==> src/rtl/mem_port_arbiter_pkg.sv <==
// rtl/mem_port_arbiter_pkg.sv - shared types and defaults for the fetch/data memory port arbiter
package mem_port_arbiter_pkg;

  // Each state names the response that is due on the current cycle
  typedef enum logic [1:0] {
    IDLE       = 2'd0,
    RESP_IF    = 2'd1,
    RESP_DM_RD = 2'd2,
    RESP_DM_WR = 2'd3
  } arb_state_t;

  localparam int unsigned STARVE_MAX_DEFAULT = 3;

  // Counter width needed to hold 0..max inclusive (at least one bit)
  function automatic int unsigned cnt_width(input int unsigned max);
    return (max < 1) ? 1 : $clog2(max + 1);
  endfunction

endpackage

==> src/rtl/mem_port_arbiter_starve_counter.sv <==
// rtl/mem_port_arbiter_starve_counter.sv - saturating fetch-denial counter with increment and clear
module starve_counter
  import mem_port_arbiter_pkg::*;
#(
  parameter int unsigned MAX = STARVE_MAX_DEFAULT,
  localparam int unsigned W  = cnt_width(MAX)
) (
  input  logic         clk,
  input  logic         rst,
  input  logic         inc,
  input  logic         clr,
  output logic [W-1:0] count
);

  localparam logic [W-1:0] MAX_V = W'(MAX);

  // Clear wins over increment; the count sticks at MAX until cleared
  always_ff @(posedge clk) begin
    if (rst || clr) begin
      count <= '0;
    end else if (inc && (count != MAX_V)) begin
      count <= count + 1'b1;
    end
  end

endmodule

==> src/rtl/mem_port_arbiter.sv <==
// rtl/mem_port_arbiter.sv - single-port RAM arbiter between instruction fetch and data memory
module mem_port_arbiter
  import mem_port_arbiter_pkg::*;
#(
  parameter int unsigned STARVE_MAX = STARVE_MAX_DEFAULT
) (
  input  logic        clk,
  input  logic        rst,
  input  logic        if_req,
  input  logic [31:0] if_addr,
  input  logic        if_flush,
  output logic [31:0] if_rdata,
  output logic        if_valid,
  output logic        if_stall,
  input  logic        dm_req,
  input  logic        dm_we,
  input  logic [31:0] dm_addr,
  input  logic [31:0] dm_wdata,
  output logic [31:0] dm_rdata,
  output logic        dm_valid,
  output logic        dm_stall,
  output logic        ram_en,
  output logic        ram_we,
  output logic [31:0] ram_addr,
  output logic [31:0] ram_wdata,
  input  logic [31:0] ram_rdata
);

  localparam int unsigned SW = cnt_width(STARVE_MAX);
  localparam logic [SW-1:0] STARVE_V = SW'(STARVE_MAX);

  arb_state_t    state;
  arb_state_t    state_next;
  logic [SW-1:0] starve_cnt;
  logic          if_resp;
  logic          dm_resp;
  logic          if_elig;
  logic          dm_elig;
  logic          grant_if;
  logic          grant_dm;

  // A requester whose response is on the bus this cycle sits out arbitration,
  // which lets the other side take the RAM back-to-back
  assign if_resp  = (state == RESP_IF);
  assign dm_resp  = (state == RESP_DM_RD) || (state == RESP_DM_WR);
  assign if_elig  = ~rst & if_req & ~if_resp;
  assign dm_elig  = ~rst & dm_req & ~dm_resp;
  assign grant_if = if_elig & (~dm_elig | (starve_cnt == STARVE_V));
  assign grant_dm = dm_elig & ~grant_if;

  starve_counter #(.MAX(STARVE_MAX)) u_starve (
    .clk   (clk),
    .rst   (rst),
    .inc   (if_elig & ~grant_if),
    .clr   (grant_if),
    .count (starve_cnt)
  );

  // State register: remembers which response is due next cycle
  always_ff @(posedge clk) begin
    if (rst) begin
      state <= IDLE;
    end else begin
      state <= state_next;
    end
  end

  // Next state follows the grant issued this cycle
  always_comb begin
    state_next = IDLE;
    if (grant_if) begin
      state_next = RESP_IF;
    end else if (grant_dm) begin
      state_next = dm_we ? RESP_DM_WR : RESP_DM_RD;
    end
  end

  // RAM strobe and payload come from the granted requester, all zero when idle
  always_comb begin
    ram_en    = 1'b0;
    ram_we    = 1'b0;
    ram_addr  = '0;
    ram_wdata = '0;
    if (grant_if) begin
      ram_en   = 1'b1;
      ram_addr = if_addr;
    end else if (grant_dm) begin
      ram_en    = 1'b1;
      ram_we    = dm_we;
      ram_addr  = dm_addr;
      ram_wdata = dm_wdata;
    end
  end

  // Response outputs; a flush drops the fetch response that is due this cycle
  always_comb begin
    if_valid = 1'b0;
    if_rdata = '0;
    dm_valid = 1'b0;
    dm_rdata = '0;
    if (!rst) begin
      unique case (state)
        RESP_IF: begin
          if (!if_flush) begin
            if_valid = 1'b1;
            if_rdata = ram_rdata;
          end
        end
        RESP_DM_RD: begin
          dm_valid = 1'b1;
          dm_rdata = ram_rdata;
        end
        RESP_DM_WR: begin
          dm_valid = 1'b1;
        end
        default: begin
        end
      endcase
    end
  end

  assign if_stall = ~rst & if_req & ~if_valid;
  assign dm_stall = ~rst & dm_req & ~dm_valid;

endmodule

==> config.mk <==
export PLATFORM = sky130hd
export DESIGN_NAME = mem_port_arbiter
export DESIGN_NICKNAME = d
export VERILOG_FILES = /design/src/rtl/mem_port_arbiter_pkg.sv /design/src/rtl/mem_port_arbiter_starve_counter.sv /design/src/rtl/mem_port_arbiter.sv
export SDC_FILE = /design/constraint.sdc
export NUM_CORES = 1
export LEC_CHECK = 0
export CAP_MARGIN = 30
export CORE_AREA = 5 5 102 104
export CTS_BUF_LIST = sky130_fd_sc_hd__clkbuf_8
export DETAILED_ROUTE_END_ITERATION = 7
export DIE_AREA = 0 0 107 109
export GPL_TIMING_DRIVEN = 1
export PLACE_DENSITY_LB_ADDON = 0.2
export SLEW_MARGIN = 20
export SYNTH_ARGS = -nofsm -noshare
export SYNTH_HDL_FRONTEND = slang
export SYNTH_SLANG_ARGS = --single-unit
==> constraint.sdc <==
create_clock -name clk -period 3.4 [get_ports clk]
set_input_delay 0.68 -clock clk [delete_from_list [all_inputs] [get_ports clk]]
set_output_delay 0.68 -clock clk [all_outputs]
set_load 0.01 [all_outputs]
Word-level counts from Yosys, hierarchy flattened
Index checks and enable logic that the tools add are counted.
{"block": "totals", "reg_bits": 4, "input_bits": 134, "out_inout_bits": 134}
{"block": "classes", "addsub": 1, "eq_ne": 5, "mux": 21, "bitwise_logic": 18, "reduce_logical": 5}
{"op": "$mux 32", "count": 9}
{"op": "$mux 1", "count": 12}
{"op": "$and 1x1->1", "count": 9}
{"op": "$not 1->1", "count": 8}
{"op": "$eq 2x2->1 const B", "count": 3}
{"op": "$reduce_or 3->1", "count": 1}
{"op": "$add 2x1->2 const B", "count": 1}
{"op": "$eq 2x1->1 const B", "count": 1}
{"op": "$logic_or 1x1->1", "count": 2}
{"op": "$ne 2x2->1 const B", "count": 1}
{"op": "$reduce_or 2->1", "count": 1}
{"op": "$logic_and 1x1->1", "count": 1}
{"op": "$or 1x1->1", "count": 1}

Depth between registers and ports, before layout
Gate-level depths: netlist of run 1.
{"block": "logic_depth", "word_depth": 11, "ltp_mapped": 5}

Cells and area by module
Synthesis of run 1 repeated with hierarchy kept, for this count alone.
{"block": "unflattened", "hier_cells": 235, "area_unflattened_um2": 1522.7}
{"module": "mem_port_arbiter", "n_inst": 1, "cells_each": 227, "area_per_inst_um2": 1417.6, "seq_area_each_um2": 40.0}
{"module": "starve_counter", "n_inst": 1, "cells_each": 8, "area_per_inst_um2": 105.1, "seq_area_each_um2": 40.0}

Worst setup path after synthesis of run 1
Ideal clock, no wire load.
{"block": "synth_path", "path_type": "in2out", "from": "in rst", "to": "out ram_wdata[0]", "arrival_time_ns": 1.711, "setup_slack_ns": 1.009, "cell_stages": 5, "n_path_buf": 2, "path_cell_list": "or3b_1 a21oi_2 buf_4 buf_4 and2_1"}
{"block": "synth_between", "elab_chain_len": 10, "elab_cells_between_ends": 12}
{"element": "from (decl)", "line_no": "mem_port_arbiter.sv:8", "source": "input logic rst,"}
{"element": "$not 1->1 *", "line_no": "mem_port_arbiter.sv:46, mem_port_arbiter.sv:47"}
{"element": "$and 1x1->1 (2 in a row)", "line_no": "mem_port_arbiter.sv:47", "source": "assign dm_elig = ~rst & dm_req & ~dm_resp;"}
{"element": "$not 1->1", "line_no": "mem_port_arbiter.sv:48", "source": "assign grant_if = if_elig & (~dm_elig | (starve_cnt == STARVE_V));"}
{"element": "$or 1x1->1", "line_no": "mem_port_arbiter.sv:48"}
{"element": "$and 1x1->1", "line_no": "mem_port_arbiter.sv:48"}
{"element": "$not 1->1", "line_no": "mem_port_arbiter.sv:49", "source": "assign grant_dm = dm_elig & ~grant_if;"}
{"element": "$and 1x1->1", "line_no": "mem_port_arbiter.sv:49"}
{"element": "$mux 32", "line_no": "mem_port_arbiter.sv:87", "source": "end else if (grant_dm) begin"}
{"element": "$mux 32 *", "line_no": "mem_port_arbiter.sv:84", "source": "if (grant_if) begin"}
{"element": "to (decl)", "line_no": "mem_port_arbiter.sv:25", "source": "output logic [31:0] ram_wdata,"}
Mark *: on every way between the ends. The rest lies on a longest branch, timed or not.

Worst setup path in the final report of run 1
{"block": "layout_path", "from": "in dm_req", "to": "out ram_addr[10]"}
{"block": "layout_between", "elab_chain_len": 9}
{"element": "from (decl)", "line_no": "mem_port_arbiter.sv:15", "source": "input logic dm_req,"}
{"element": "$and 1x1->1 * (2 in a row)", "line_no": "mem_port_arbiter.sv:47"}
{"element": "$not 1->1", "line_no": "mem_port_arbiter.sv:48"}
{"element": "$or 1x1->1", "line_no": "mem_port_arbiter.sv:48"}
{"element": "$and 1x1->1", "line_no": "mem_port_arbiter.sv:48"}
{"element": "$not 1->1", "line_no": "mem_port_arbiter.sv:49"}
{"element": "$and 1x1->1", "line_no": "mem_port_arbiter.sv:49"}
{"element": "$mux 32", "line_no": "mem_port_arbiter.sv:87"}
{"element": "$mux 32 *", "line_no": "mem_port_arbiter.sv:84"}
{"element": "to (decl)", "line_no": "mem_port_arbiter.sv:24", "source": "output logic [31:0] ram_addr,"}
Marked as above.

==> results.ini, run 1 <==
[timing]
finalCritPeriodShare_pct=98.0
rsz0062_at_grt=false
slew-limit-headroom_pct=68.1
fmax_mhz=300
report.final.slew_viol_count=0
setup_violations=0
clock-skew-final_ns=0.00197
tightest_slew_ns=0.477
setup_tns_ns=0
finalHoldViolCount=0
min_period_ns=3.33

[final_layout]
finish.utilization_pct=45.2
nNetsFinal=578
layout-drive-gt1-share_pct=5.22
final_area_um2=4280
syn_to_final_growth_pct=254
antenna_cells=0

[floorplan]
die_h_um=109
core_area_um2=9460
die_w_um=107
die_area_um2=11700
ios=268
rows=36
start_util_pct=12.8

[worst_setup_path]
path_buf_inv=3
worst_path_max_delay_cell=clkdlybuf4s50_1
slowest_delay_ns=0.56
crit_arrival_ns=2.65
crit_required_ns=2.72
cpMostUsedCell=clkdlybuf4s50_1
crit_type=input pin to primary output
start_kind=input pin
critPathCaptureType=primary output
crit_fanout=24
critical-path-top-delay-family=buffers and inverters
cp_cell_sequence=clkdlybuf4s50_1, or3b_4, a21oi_4, buf_12, a22o_1, clkdlybuf4s50_1

[synthesis]
synth_ff_type=dfxtp_1
ys_types=22
synth_fp_nets=306
yosys_register_bits=4
async_flop_share_pct=0
synth_top_area_cell=and2_1
synth_edf_count=0
synth.area.top_cells=and2_1, a22o_1, dfxtp_1
syn_inst=171
yosys_warnings=0
synth_top_area_share_pct=50.2
seq_area_frac_synth_pct=6.63
syn_area_per_cell_um2=7.07
synth_area_um2=1210

[detailed_routing]
via_count=2211
drc=0
drtPass1Iterations=4
viasPerCell=3.98
drt-total-wl_mm=9.15
drt_iter0_markers=65
ant_nets=0
wl_per_cell_um=16.5

[clocking]
clockBufferDepth=2
cts.sinks=4
holdBufCountCts=0
root_buffer=clkbuf_8
clk_pin_slew_ns=0.03
htree_levels=1
cts_made_buffers=3
cts_tree=yes
insertion_delay_ns=0.21

[pwr]
max-vdd-ir-drop_mv=0.0717
p_leak_nw=2.07
p_total_w=0.000564
power_density_nw_per_um2=132

[placement]
placedInstanceArea_um2=4060
io_buffers=267
hpwlAfterDp_mm=7.20
place_congestion=0.759

[global_routing]
track_usage_pct=13.1
grt_max_degree=34
grt_pass1_wl_mm=12.3
antenna_found_initial=0
first_global_vias=2142
overflow=0

[run_status]
status=finished, final reports clean

[run]
cap_violations=0

[min_path]
hold_path.class=flop to flop

==> cells in the mapped netlist (2+ instances only) <==
library cell   n
inv_1          2
o21ai_0        3
buf_2          7
a22o_1        32
a21oi_1        2
buf_4          3
clkbuf_1       5
dfxtp_1        4
nor2b_1        4
and2_1        97
==> cell families after synthesis <==
group | after synthesis | share of synthesized area (%)
buf+inv | 18 | 7.87
compound gates | 40 | 27.2
simple gates | 108 | 57.2
fa+ha+maj | 1 | 1.04
flops | 4 | 6.63
==> worst reg2reg max path, delay by kind of cell (launching register included) <==
family | cells | cell delay [ns]
buffers and inverters | 1 | 0.16
and+or+nand+nor | 2 | 0.53
adders and majority gates | 1 | 0.25
DFF | 1 | 0.31
AOI/OAI and AO/OA | 1 | 0.14
==> metrics by stage <==
stage | hold slack, ns | std cells | setup slack, ns
global route | 0.504 | 555 | 0.0190
finish | 0.470 | 555 | 0.0674
floorplan | 0.447 | 171 | 1.01
detailed placement | 0.466 | 544 | -0.0124
CTS | 0.471 | 549 | 0.000915
global placement | 0.462 | 544 | -0.000632
==> layer usage <==
layer  GRT usage (%)  wire length (um)  up-vias  share of wire, %
li1                -                 -     1120                 -
met1            15.1              3540      975                39
met2            24.8              4830      110                53
met3            3.73               697        6               7.6
met4            1.46                82        0              0.90
met5               0                 0        -                 0
==> cell type report <==
class,count,area (um2)
Inverter,2,7.51
Sequential cell,4,80.1
Multi-Input combinational cell,149,1050
Tap cell,114,143
Fill cell,953,5180
Timing Repair Buffer,283,2960
Clock buffer,3,41.3
==> report_power, final <==
part / internal, W / total [W] / switching [W]
registers: 0.0000499 / 0.0000523 / 0.00000235
clock network: 0.0000754 / 0.0000990 / 0.0000236
logic: 0.000280 / 0.000413 / 0.000132
total: 0.000406 / 0.000564 / 0.000158
==> final timing paths <==
path | startpoint | end | slack, ns | cells past startpoint
worst max-delay path | dm_req | ram_addr[10] | 0.07 | 6
worst min-delay path | u_starve.count[1] | u_starve.count[1] | 0.47 | 2
worst max register to register | u_starve.count[0] | state[0] | 1.89 | 5
worst min register to register | u_starve.count[1] | u_starve.count[1] | 0.47 | 2
==> flip-flops by register name (all words and copies together) (netlist names) <==
register and count:
state 2, u_starve.count 2
==> layout by cell type (no fill, tap or decap), drive strengths merged, types with 4 or more instances in the layout <==
| cell type | n |
|---|---|
| a22o | 32 |
| and2 | 97 |
| buf | 14 |
| clkbuf | 5 |
| clkdlybuf4s50 | 222 |
| dfxtp | 4 |
| dlygate4sd2 | 23 |
| dlymetal6s2s | 22 |
| nor2b | 4 |
==> repair_timing <==
action                     CTS  global route
setup buffers                1             3
setup endpoints to repair    8            37
gates cloned                 1             3
pin swaps                    0             1
resized for setup           26            22
Note: power is estimated with default switching activity, not from simulation.
==> inputs of run 2 (changes only) <==
- CORE_AREA: 5 5 102 104 -> 2 2 105 107
- CTS_BUF_LIST: sky130_fd_sc_hd__clkbuf_8 -> sky130_fd_sc_hd__clkbuf_2 sky130_fd_sc_hd__clkbuf_4 sky130_fd_sc_hd__clkbuf_8
- SETUP_SLACK_MARGIN: default -> 0.02
==> run 2 against run 1 <==
  * Cell count rose by 4.1%
  * Fmax rose by 0.31%
  * Setup slack improved by 0.010 ns
  * Critical endpoint is now ram_addr[31]
  * Largest power group unchanged
  * Highest routed layer unchanged
==> results.ini, run 2 (synthesis gave the netlist of run 1 again) <==
[run_status]
status=finished, final reports clean

[worst_setup_path]
slowest_delay_ns=0.53  ; -0.03 ns
crit_fanout=14  ; -42%
worst_path_max_delay_cell=clkdlybuf4s50_1
crit_type=input pin to primary output
cp_cell_sequence=clkdlybuf4s50_1, or3b_4, a21oi_4, buf_6, clkbuf_16, a22o_1, clkdlybuf4s50_1
start_kind=input pin
crit_arrival_ns=2.64  ; about the same
critPathCaptureType=primary output
cpMostUsedCell=clkdlybuf4s50_1
crit_required_ns=2.72  ; about the same

[global_routing]
track_usage_pct=11.5  ; -1.6 points
grt_pass1_wl_mm=10.8  ; -12%
overflow=0  ; unchanged
antenna_found_initial=0  ; unchanged
grt_max_degree=57  ; +68%
first_global_vias=1945  ; -9.2%

[detailed_routing]
drtPass1Iterations=4  ; unchanged
ant_nets=0  ; unchanged
drc=0  ; unchanged
wl_per_cell_um=14.3  ; -13%
drt_iter0_markers=62  ; -4.6%
drt-total-wl_mm=8.25  ; -9.8%
via_count=2200  ; -0.50%
viasPerCell=3.81  ; -4.5%

[clocking]
cts_tree=yes
htree_levels=1  ; unchanged
root_buffer=clkbuf_8
clockBufferDepth=2  ; unchanged
insertion_delay_ns=0.22  ; about the same
cts.sinks=4  ; unchanged
cts_made_buffers=3  ; unchanged
clk_pin_slew_ns=0.03  ; about the same

[timing]
finalCritPeriodShare_pct=97.7  ; -0.30 points
tightest_slew_ns=0.477  ; +0.000244 ns
finalHoldViolCount=0  ; unchanged
setup_slack_ns=0.0778  ; +0.0103 ns
setup_violations=0  ; unchanged
slew-limit-headroom_pct=68.1  ; about the same
min_period_ns=3.32  ; -0.0103 ns
clock-skew-final_ns=0.00377  ; +0.00180 ns
setup_tns_ns=0  ; unchanged
fmax_mhz=301  ; +0.31%
report.final.slew_viol_count=0  ; unchanged
rsz0062_at_grt=true

[pwr]
p_leak_nw=2.45  ; +18%
power_density_nw_per_um2=128  ; -3.2%
p_int_w=0.000399  ; -1.6%
swShare_pct=27.8  ; -0.25 points
power_frac_seq_pct=9.4  ; about the same
power.share.clock_pct=18.2  ; +0.6 points
pwr-share-comb_pct=72.4  ; -0.8 points
switching_power_w=0.000154  ; -2.8%
max-vdd-ir-drop_mv=0.175  ; +140%

[floorplan]
start_util_pct=11.4  ; -1.4 points
rows=38  ; +5.6%
die_w_um=107  ; unchanged
core_area_um2=10600  ; +12%
die_h_um=109  ; unchanged
die_area_um2=11700  ; unchanged
ios=268  ; unchanged

[final_layout]
nNetsFinal=575  ; -0.52%
layout-drive-gt1-share_pct=4.57  ; -0.65 points
finish.utilization_pct=40.9  ; -4.4 points
syn_to_final_growth_pct=258
antenna_cells=0  ; unchanged
final_common_cell=clkdlybuf4s50_1
layout_common_cells=clkdlybuf4s50_1, and2_1, dlymetal6s2s_1, a22o_1, buf_4
top_regs=state (2), u_starve.count (2)

[placement]
dp_slack_ns=-0.00403  ; +0.00833 ns
hpwlAfterDp_mm=6.47  ; -10%
io_buffers=267  ; unchanged
place_congestion=0.805  ; +6.1%

[run]
cap_violations=0  ; unchanged

[min_path]
hold_path.class=flop to flop

## run 2: worst max-delay path, delay by kind of cell
kind            cells  cell delay [ns]
buf+inv             4             1.30
compound gates      2             0.28
simple gates        1             0.40
## run 2: through the flow
stage / total power [W] / area [um2] / std cells / hold WS (ns)
5_1_grt: 0.000591 / 4330 / 578 / 0.540
3_3_place_gp: 0.000454 / 4100 / 571 / 0.464
6_report: 0.000553 / 4330 / 578 / 0.485
3_5_place_dp: 0.000455 / 4100 / 571 / 0.485
4_1_cts: 0.000560 / 4140 / 574 / 0.491
2_1_floorplan: 0.000164 / 1210 / 171 / 0.447
## run 2: per-layer routing
metal / GRT usage, % / vias to the layer above / routed length [um]
li1: - / 1113 / -
met1: 13.8 / 970 / 3290
met2: 20.7 / 111 / 4190
met3: 3.65 / 6 / 716
met4: 1.86 / 0 / 63
met5: 0 / - / 0
## run 2: power groups by stage
| stage | clock [W] | sequential [W] | combinational [W] |
|---|---|---|---|
| after floorplan | 0 | 0.0000519 | 0.000112 |
| after global placement | 0 | 0.0000526 | 0.000402 |
| after detailed placement | 0 | 0.0000527 | 0.000403 |
| after CTS | 0.000105 | 0.0000521 | 0.000404 |
| after global routing | 0.000111 | 0.0000525 | 0.000427 |
| final | 0.000101 | 0.0000520 | 0.000400 |
## run 2: path summary, 6_finish.rpt
path                     startpoint                 to  slack, ns  cells after the start
setup / recovery             dm_req       ram_addr[31]       0.08                      7
hold / removal    u_starve.count[1]  u_starve.count[1]       0.49                      2
setup reg to reg  u_starve.count[0]           state[0]       1.91                      5
hold reg to reg   u_starve.count[1]  u_starve.count[1]       0.49                      2
## run 2: what timing repair did
| item | CTS | global route |
|---|---|---|
| resized for setup | 4 | 55 |
| buffers inserted | 0 | 2 |
| cloned | 0 | 2 |
| setup endpoints to repair | 14 | 53 |
| hold buffers | 0 | 0 |
## run 2: final cells by class
cell class,instances,area (um2)
Sequential cell,4,80.1
Multi-Input combinational cell,149,1050
Fill cell,1069,6270
Inverter,2,7.51
Tap cell,140,175
Timing Repair Buffer,280,2980
Clock buffer,3,41.3
==> inputs of run 3 (changes only) <==
- ABC_AREA: default -> 1
- CTS_CLUSTER_SIZE: default -> 30
==> run 3 against run 2 <==
  * Cell count increased by 25%
  * Area after synthesis increased by 23%
  * Sequential power increased by 4%
  * Sequential share of layout area about the same
  * Via count increased by 31%
  * Final area increased by 1.0%
  * Power increased by 11%
  * Fmax increased by 3.5%
  * Combinational power increased by 15%
  * Non-clock buffer count decreased by 4
  * Core utilization increased by 0.41 points
  * Largest power group unchanged
==> results.ini, run 3 <==
[clocking]
cts_tree=yes
clockBufferDepth=2  ; unchanged
root_buffer=clkbuf_8
insertion_delay_ns=0.21  ; about the same
cts_made_buffers=3  ; unchanged
cts.sinks=4  ; unchanged
clk_pin_slew_ns=0.03  ; about the same
htree_levels=1  ; unchanged
holdBufCountCts=0  ; unchanged

[global_routing]
overflow=0  ; unchanged
track_usage_pct=13.3  ; +1.8 points
grt_max_degree=35  ; -39%
grt_pass1_wl_mm=12.7  ; +18%
antenna_found_initial=0  ; unchanged
first_global_vias=2748  ; +41%

[timing]
setup_tns_ns=0  ; unchanged
report.final.slew_viol_count=0  ; unchanged
finalCritPeriodShare_pct=94.4  ; -3.3 points
min_period_ns=3.21  ; -0.113 ns
clock-skew-final_ns=0.00229  ; -0.00148 ns
setup_violations=0  ; unchanged
fmax_mhz=312  ; +3.5%
tightest_slew_ns=0.355  ; -0.122 ns
slew-limit-headroom_pct=76.2  ; +8.1 points
finalHoldViolCount=0  ; unchanged
rsz0062_at_grt=false

[floorplan]
start_util_pct=14.0  ; +2.6 points
rows=38  ; unchanged
core_area_um2=10600  ; unchanged
ios=268  ; unchanged
die_w_um=107  ; unchanged
die_area_um2=11700  ; unchanged
die_h_um=109  ; unchanged

[final_layout]
final_common_cell=clkdlybuf4s50_1
seq_area_um2=80.1  ; unchanged
antenna_cells=0  ; unchanged
layout-drive-gt1-share_pct=4.99  ; +0.43 points
syn_to_final_growth_pct=194
nFillCells=1107  ; +3.6%
top_regs=state (2), u_starve.count (2)
instances_no_fill=721  ; +25%
nNetsFinal=718  ; +25%
layout_common_cells=clkdlybuf4s50_1, nor2_1, inv_1, nand3_1, nand2_1
multiInputGateArea_um2=991  ; -5.6%
final_area_um2=4380  ; +1.0%

[placement]
hpwlAfterDp_mm=7.16  ; +11%
place_inst=718  ; +26%
place_congestion=0.794  ; -1.5%
io_buffers=267  ; unchanged
placedInstanceArea_um2=4330  ; +5.5%

[worst_setup_path]
crit_required_ns=2.72  ; about the same
crit_fanout=32  ; +18
crit_arrival_ns=2.53  ; -0.11 ns
cp_cell_sequence=clkdlybuf4s50_1, inv_1, nor2_2, nand3_2, nand2_4, nand2_4, buf_12, nor2_1, clkdlybuf4s50_1
start_kind=input pin
r2r_start=u_starve.count[0]
crit_cells=9  ; +2
r2r-end=state[0]
ff2ff_path_depth=6  ; +1
crit_type=input pin to primary output
ff2ff_setup_slack_ns=2.14  ; +0.23 ns
critPathCaptureType=primary output
slowest_delay_ns=0.54  ; about the same
critical-path-top-delay-family=buffers and inverters
path_buf_inv=4  ; unchanged
worst_path_max_delay_cell=clkdlybuf4s50_1

[min_path]
min_from=u_starve.count[1]
hold_depth=4  ; +2
hold_end=u_starve.count[1]
hold_path.class=flop to flop

[synthesis]
yosys_register_bits=4  ; unchanged
ys_types=19  ; -14%
synth_xor_area_share_pct=0  ; unchanged
synth_top_area_share_pct=23.5  ; -27 points
async_flop_share_pct=0  ; unchanged
syn_area_per_cell_um2=4.60  ; -35%
synth_top_area_cell=nor2_1
yosys.area_share.simple_pct=65.0  ; +7.7 points
synth_ff_type=dfxtp_1
syn_inst=323  ; +89%
synth.area.top_cells=nor2_1, nand3_1, inv_1
synth_area_um2=1490  ; +23%
synthMostInstantiatedCell=nor2_1
synth_fp_nets=458  ; +50%
yosys_warnings=0  ; unchanged
synth_top_family_by_area=simple AND/OR/NAND/NOR gates
seq_area_frac_synth_pct=5.39  ; -1.2 points
synth_common_cells=nor2_1, inv_1, nand3_1
synth_fa_ha_area_share_pct=0.842  ; -0.19 points
synth_edf_count=0  ; unchanged
synth_compound_area_share_pct=0.673  ; -27 points
synthMuxAreaShare_pct=0  ; unchanged

[pwr]
max-vdd-ir-drop_mv=0.0794  ; -55%
power.share.clock_pct=15.8  ; -2.4 points
power_density_nw_per_um2=140  ; +9.8%
pwr-share-comb_pct=75.4  ; +3.0 points
p_int_w=0.000409  ; +2.6%
swShare_pct=33.3  ; +5.5 points
switching_power_w=0.000204  ; +33%
power_frac_seq_pct=8.8  ; -0.6 points
p_leak_nw=2.07  ; -16%

[detailed_routing]
via_count=2871  ; +31%
drc=0  ; unchanged
drt_iter0_markers=115  ; +85%
viasPerCell=3.98  ; +4.6%
wl_per_cell_um=11.8  ; -17%
drtPass1Iterations=4  ; unchanged
drt-total-wl_mm=8.54  ; +3.5%
ant_nets=0  ; unchanged

[run]
cap_violations=0  ; unchanged

[run_status]
status=finished, final reports clean

## run 3: cell count changes in the layout (fill, tap and decap cells not counted), moves of 2 or more
cell / change
nand2_4: +2
dlymetal6s2s_1: -51
nor2_1: +92
dlygate4sd2_1: -3
nand2_1: +42
nand3_1: +66
clkdlybuf4s50_1: +54
nor2b_1: -4
o21ai_0: -2
and2_1: -97
nor2_2: +11
inv_1: +75
a22o_1: -32
## run 3: cell families after synthesis
kind of cell / Yosys count
adders and majority gates: 1
AOI/OAI and AO/OA: 2
buffers and inverters: 99
and+or+nand+nor: 217
DFF: 4
## run 3: power groups by stage
stage	Combinational (W)	Clock (W)	Sequential, W
finish	0.000462	0.0000972	0.0000539
global route	0.000501	0.000105	0.0000544
CTS	0.000467	0.000101	0.0000539
detailed placement	0.000464	0	0.0000545
global placement	0.000461	0	0.0000542
floorplan	0.000158	0	0.0000536
## run 3: timing repair
item                                    4_1_cts  5_1_grt
setup buffers                                 0        0
hold endpoints to repair                      0        0
resized for setup                             0        3
endpoints found under the setup margin        0       64
## run 3: worst max-delay path by stage
stage / slack (ns) / from / to
4_1_cts: 0.05 / rst / ram_addr[29]
3_3_place_gp: 0.10 / rst / ram_addr[29]
3_5_place_dp: 0.07 / rst / ram_wdata[14]
6_report: 0.19 / dm_req / ram_wdata[14]
5_1_grt: 0.06 / dm_req / ram_wdata[0]
2_1_floorplan: 1.20 / dm_req / ram_wdata[10]
## run 3: cell type report
| cell class | instances | share of cell area [%] |
|---|---|---|
| Tap cell | 140 | 4.00 |
| Clock buffer | 3 | 0.943 |
| Inverter | 78 | 6.69 |
| Sequential cell | 4 | 1.83 |
| Multi-Input combinational cell | 220 | 22.6 |
| Timing Repair Buffer | 276 | 63.9 |
## run 3: tightest hold or removal path: stages, from the launching register on
cell     delay, ns
dfxtp_1       0.30
inv_1         0.05
nand2_1       0.05
nand2_1       0.05
a21oi_1       0.03
## run 3: stage by stage
stage | worst slack [ns] | utilization (%) | power (W) | hold WS [ns]
after floorplan | 1.20 | - | 0.000211 | 0.495
after global placement | 0.102 | 40.8 | 0.000515 | 0.527
after detailed placement | 0.0722 | 40.8 | 0.000519 | 0.531
after CTS | 0.0539 | 41.2 | 0.000622 | 0.535
after global routing | 0.0649 | 41.3 | 0.000661 | 0.588
final | 0.191 | 41.3 | 0.000614 | 0.537
## run 3: metal layers
| metal | track usage, % | up-vias | wire, um | part of all wire, % |
|---|---|---|---|---|
| met5 | 0 | - | 0 | 0 |
| met4 | 3.53 | 0 | 80 | 0.94 |
| met3 | 4.42 | 4 | 983 | 12 |
| met2 | 25.7 | 169 | 4310 | 50 |
| met1 | 13.7 | 1239 | 3170 | 37 |
| li1 | - | 1459 | - | - |
==> RTL change 1, RTL diff (settings of run 3) <==
Encoding of `arb_state_t`: now one-hot (4 bits for 4 states).
--- a/src/rtl/mem_port_arbiter_pkg.sv
+++ b/src/rtl/mem_port_arbiter_pkg.sv
@@ -2,11 +2,11 @@
 package mem_port_arbiter_pkg;
 
   // Each state names the response that is due on the current cycle
-  typedef enum logic [1:0] {
-    IDLE       = 2'd0,
-    RESP_IF    = 2'd1,
-    RESP_DM_RD = 2'd2,
-    RESP_DM_WR = 2'd3
+  typedef enum logic [3:0] {
+    IDLE       = 4'b0001,
+    RESP_IF    = 4'b0010,
+    RESP_DM_RD = 4'b0100,
+    RESP_DM_WR = 4'b1000
   } arb_state_t;
 
   localparam int unsigned STARVE_MAX_DEFAULT = 3;
Formal check against the unedited RTL: no difference found for any inputs over 10 cycles, from zero or initial values and one cycle with rst high; not proved beyond that.
==> RTL change 1 against run 3 <==
- sequential cell count increased by 2
- final cell count increased by 1.4%
- sequential power rose by 45%
- area after synthesis grew 7.1%
- design area rose by 2.5%
- setup slack got worse by 0.028 ns
- largest power group unchanged
- power is 0.15% higher
- non-clock buffer count did not move
- via count shrank 1.2%
- routed wire length shrank 2.7%
- sequential share of layout area rose by 0.85 points
- count of clock-buffer cells in the layout did not move
- synthesized cell count rose by 3.1%
==> RTL change 1: results (changes against run 3) <==
stage;metric;value;unit;change
setup_path;critPathLaunch;rst;;
global_routing;grt_pass1_wl;12600;um;-1.0%
placed_design;port_buffers;267;;unchanged
run_status;outcome;completed;;
yosys;synth_area_leaders;nand3_1, inv_1, nor2_1, nor2_2, nand2_1;;
yosys;seq_area_frac_synth;7.547;%;+2.2 points
setup_path;path_max_fanout;33;;+3.1%
finish;nFillCells;1111;;+0.36%
timing;max_slew.worst_pin.slew;0.3307;ns;-0.02473 ns
placed_design;pre_cts_ws;0.07617;ns;+0.003975 ns
drt;firstDrtPassIters;4;;unchanged
yosys;synthArstFlopShare;0;%;unchanged
setup_path;cpPeakStageDelay;0.56;ns;+0.02 ns
min_path;hold_class;flop to flop;;
yosys;synthTopCellsByCount;inv_1, nor2_1, nand3_1;;
clock_tree;clk_pin_slew;0.04;ns;
clock_tree;cts_buffer_depth;2;;unchanged
setup_path;crit_slowest_cell;clkdlybuf4s50_1;;
setup_path;r2r_slack;2.06;ns;-0.08 ns
finish;top_regs;state (4), u_starve.count (2);;
global_routing;grt_pass1_vias;2731;;-0.62%
finish;fin_cells;731;;+1.4%
global_routing;grt_max_degree;35;;unchanged
power_and_ir_drop;ir_drop;0.08819;mV;+11%
finish;drive_gt1_share;8.629;%;+3.6 points
drt;vias_per_cell;3.880;;-2.6%
placed_design;hpwlAfterDp;6977;um;-2.6%
setup_path;reg2reg_depth;8;;+2
yosys;synthCells;333;;+3.1%
clock_tree;cts.htree.levels;1;;unchanged
clock_tree;clk_latency;0.22;ns;
global_routing;grtUsageTotal;13.09;%;-0.23 points
drt;first_iter_violations;103;;-10%
setup_path;r2r-start;state[3];;
clock_tree;root_buffer;clkbuf_8;;
yosys;synth.yosys.warnings;0;;unchanged
timing;fmax;0.3089;GHz;-0.87%
drt;wl_per_cell;11.37;um;-4.0%
power_and_ir_drop;p_int;0.4172;mW;+1.9%
timing;fin_skew;0.003369;ns;+0.001078 ns
placed_design;gp_congestion;0.7988;;+0.66%
global_routing;antenna_found_initial;0;;unchanged
yosys;synth_cell_types;17;;-2
yosys;syn_nets;468;;+2.2%
setup_path;regToRegEndpoint;u_starve.count[1];;
finish;n_antenna_cell;0;;unchanged
floorplan;coreArea;0.01060;mm^2;unchanged
clock_tree;cts_buffers;3;;unchanged
yosys;synth_ff_type;dfxtp_1;;
power_and_ir_drop;p_leak;2.097;nW;+1.2%
setup_path;crit_end;ram_addr[18];;
setup_path;cp.arrival;2.56;ns;+0.03 ns
## RTL change 1: cell count changes after synthesis, sizes merged
| cell | change |
|---|---|
| buf | -5 |
| clkbuf | +5 |
| nand2 | +5 |
| dfxtp | +2 |
| inv | +2 |
| nor2 | +2 |
| a21oi | -1 |
| clkinv | +1 |
| nor3 | -1 |
## RTL change 1: per-layer routing
layer,part of all wire (%),vias up,routed length [um],track usage (%)
li1,-,1487,-,-
met1,37,1201,3103,14.31
met2,51,144,4249,24.43
met3,11,4,910,4.901
met4,0.60,0,50,2.226
met5,0,-,0,0
## RTL change 1: how the worst min path moves through the flow
stage                 startpoint                 to  cells after the start
6_report       u_starve.count[1]  u_starve.count[1]                      4
3_5_place_dp   u_starve.count[1]  u_starve.count[1]                      4
4_1_cts        u_starve.count[1]  u_starve.count[1]                      4
3_3_place_gp   u_starve.count[1]  u_starve.count[1]                      4
5_1_grt        u_starve.count[1]  u_starve.count[1]                      4
2_1_floorplan  u_starve.count[1]  u_starve.count[1]                      4
## RTL change 1: per-stage QoR
stage          cell area (um^2)  hold slack (ns)  utilization [%]
6_report                   4488           0.5538            42.33
5_1_grt                    4488           0.6003            42.33
4_1_cts                    4481           0.5471            42.26
3_5_place_dp               4439           0.5392            41.87
3_3_place_gp               4439           0.5409            41.87
2_1_floorplan              1592           0.5099                -
## RTL change 1: cell type report
class	instances	area [um^2]	share of cell area (%)
multi-input cells	225	1049	23.36
flip-flops and latches	6	120.1	2.676
clock buffers	3	41.29	0.9200
inverters	81	305.3	6.802
repair buffers	276	2798	62.34
well taps	140	175.2	3.903
## RTL change 1: timing repair
item	in CTS	in global routing
buffers inserted	0	0
setup endpoints to repair	0	32
resized for setup	0	2
hold buffers	0	0
## RTL change 1: logic make-up after synthesis
logic type,count (synthesis),share of synthesized area (%)
AO/OA/AOI/OAI,1,0.3142
adder cells (fa/ha/maj),1,0.7860
buffers and inverters,102,26.57
flip-flops,6,7.547
AND/OR/NAND/NOR,223,64.78
## RTL change 1: critical path, delay by kind of cell
family	cells	cell delay, ns
buffers and inverters	4	1.31
AND/OR/NAND/NOR	4	0.55
## RTL change 1: power groups by stage
stage / combinational, mW / clock, mW / sequential, mW
after floorplan: 0.150 / 0 / 0.0784
after global placement: 0.431 / 0 / 0.0790
after global routing: 0.470 / 0.111 / 0.0784
final: 0.431 / 0.105 / 0.0780
after detailed placement: 0.433 / 0 / 0.0791
after CTS: 0.435 / 0.108 / 0.0780
==> RTL change 2, RTL diff (flow settings as in run 3) <==
Made on the original files. `STARVE_MAX_DEFAULT`: 3 -> 2.
--- a/src/rtl/mem_port_arbiter_pkg.sv
+++ b/src/rtl/mem_port_arbiter_pkg.sv
@@ -9,7 +9,7 @@
     RESP_DM_WR = 2'd3
   } arb_state_t;
 
-  localparam int unsigned STARVE_MAX_DEFAULT = 3;
+  localparam int unsigned STARVE_MAX_DEFAULT = 2;
 
   // Counter width needed to hold 0..max inclusive (at least one bit)
   function automatic int unsigned cnt_width(input int unsigned max);
Function: changed (Yosys sat finds a counterexample within 10 cycles, from zero or initial values and one cycle with rst high).
==> RTL change 2 against run 3 <==
- design area decreased by 0.17%
- area after synthesis increased by 2.8%
- critical path type unchanged
- hold slack got worse by 0.015 ns
- power increased by 0.86%
- synthesized cell count unchanged
- sequential power decreased by 2%
- sequential cell count unchanged
- setup slack about the same
- routed wire length decreased by 4.5%
- register-to-register slack got worse by 0.05 ns
- highest routed layer unchanged
- via count decreased by 1.5%
==> RTL change 2: results (changes against run 3) <==
stage;metric;value;unit;change
finish;nFillCells;1115;;+0.72%
min_path;min-delay-start;u_starve.count[0];;
setup_path;regToRegEndpoint;state[1];;
power_and_ir_drop;p_leak;2.057;nW;-0.68%
finish;fin_cells;719;;-0.28%
min_path;holdPathEnd;u_starve.count[0];;
timing;fin_skew;0.0009846;ns;-0.001306 ns
run_status;outcome;completed;;
drt;wl_met3;896;um;-8.9%
global_routing;grt.met3_usage;4.603;%;+0.18 points
drt;wl_per_cell;11.34;um;-4.3%
finish;drive_gt1_share;4.836;%;-0.16 points
power_and_ir_drop;p_switching;0.2077;mW;+1.7%
yosys;synth_cell_types;18;;-1
timing;hold_ws;0.5221;ns;-0.01468 ns
finish;areaGrowthSynthToFinish;186.0;%;
drt;vias_per_cell;3.935;;-1.2%
yosys;synthTopCellsByCount;nor2_1, inv_1, nand3_1;;
timing;relSlewSlack;83.12;%;+6.9 points
setup_path;r2r_slack;2.09;ns;-0.05 ns
placed_design;gp_congestion;0.7444;;-6.2%
placed_design;pre_cts_ws;0.1848;ns;+0.1126 ns
power_and_ir_drop;ir_drop;0.09027;mV;+14%
global_routing;grt_pass1_vias;2605;;-5.2%
timing;fin_ws;0.1908;ns;-0.0002270 ns
placed_design;hpwlAfterDp;6879;um;-3.9%
[RTL change 2: cell families (layout without fill, tap and decap cells)]
| logic type | Yosys count | after routing | synth area share (%) |
|---|---|---|---|
| AND/OR/NAND/NOR | 217 | 217 | 64.21 |
| AO/OA/AOI/OAI | 1 | 1 | 0.3273 |
| flip-flops | 4 | 4 | 5.242 |
| buffers and inverters | 100 | 356 | 29.40 |
| adder cells (fa/ha/maj) | 1 | 1 | 0.8189 |
[RTL change 2: power by group through the flow]
stage / clock network [mW] / logic (mW) / registers, mW
global route: 0.106 / 0.506 / 0.0531
floorplan: 0 / 0.170 / 0.0530
detailed placement: 0 / 0.471 / 0.0533
finish: 0.0996 / 0.467 / 0.0526
global placement: 0 / 0.468 / 0.0532
CTS: 0.103 / 0.473 / 0.0527
[RTL change 2: area by class of cell]
class / instances / share of cell area, %
multi-input cells: 219 / 22.85
flip-flops and latches: 4 / 1.833
well taps: 140 / 4.009
inverters: 79 / 6.844
repair buffers: 274 / 63.52
clock buffers: 3 / 0.9450
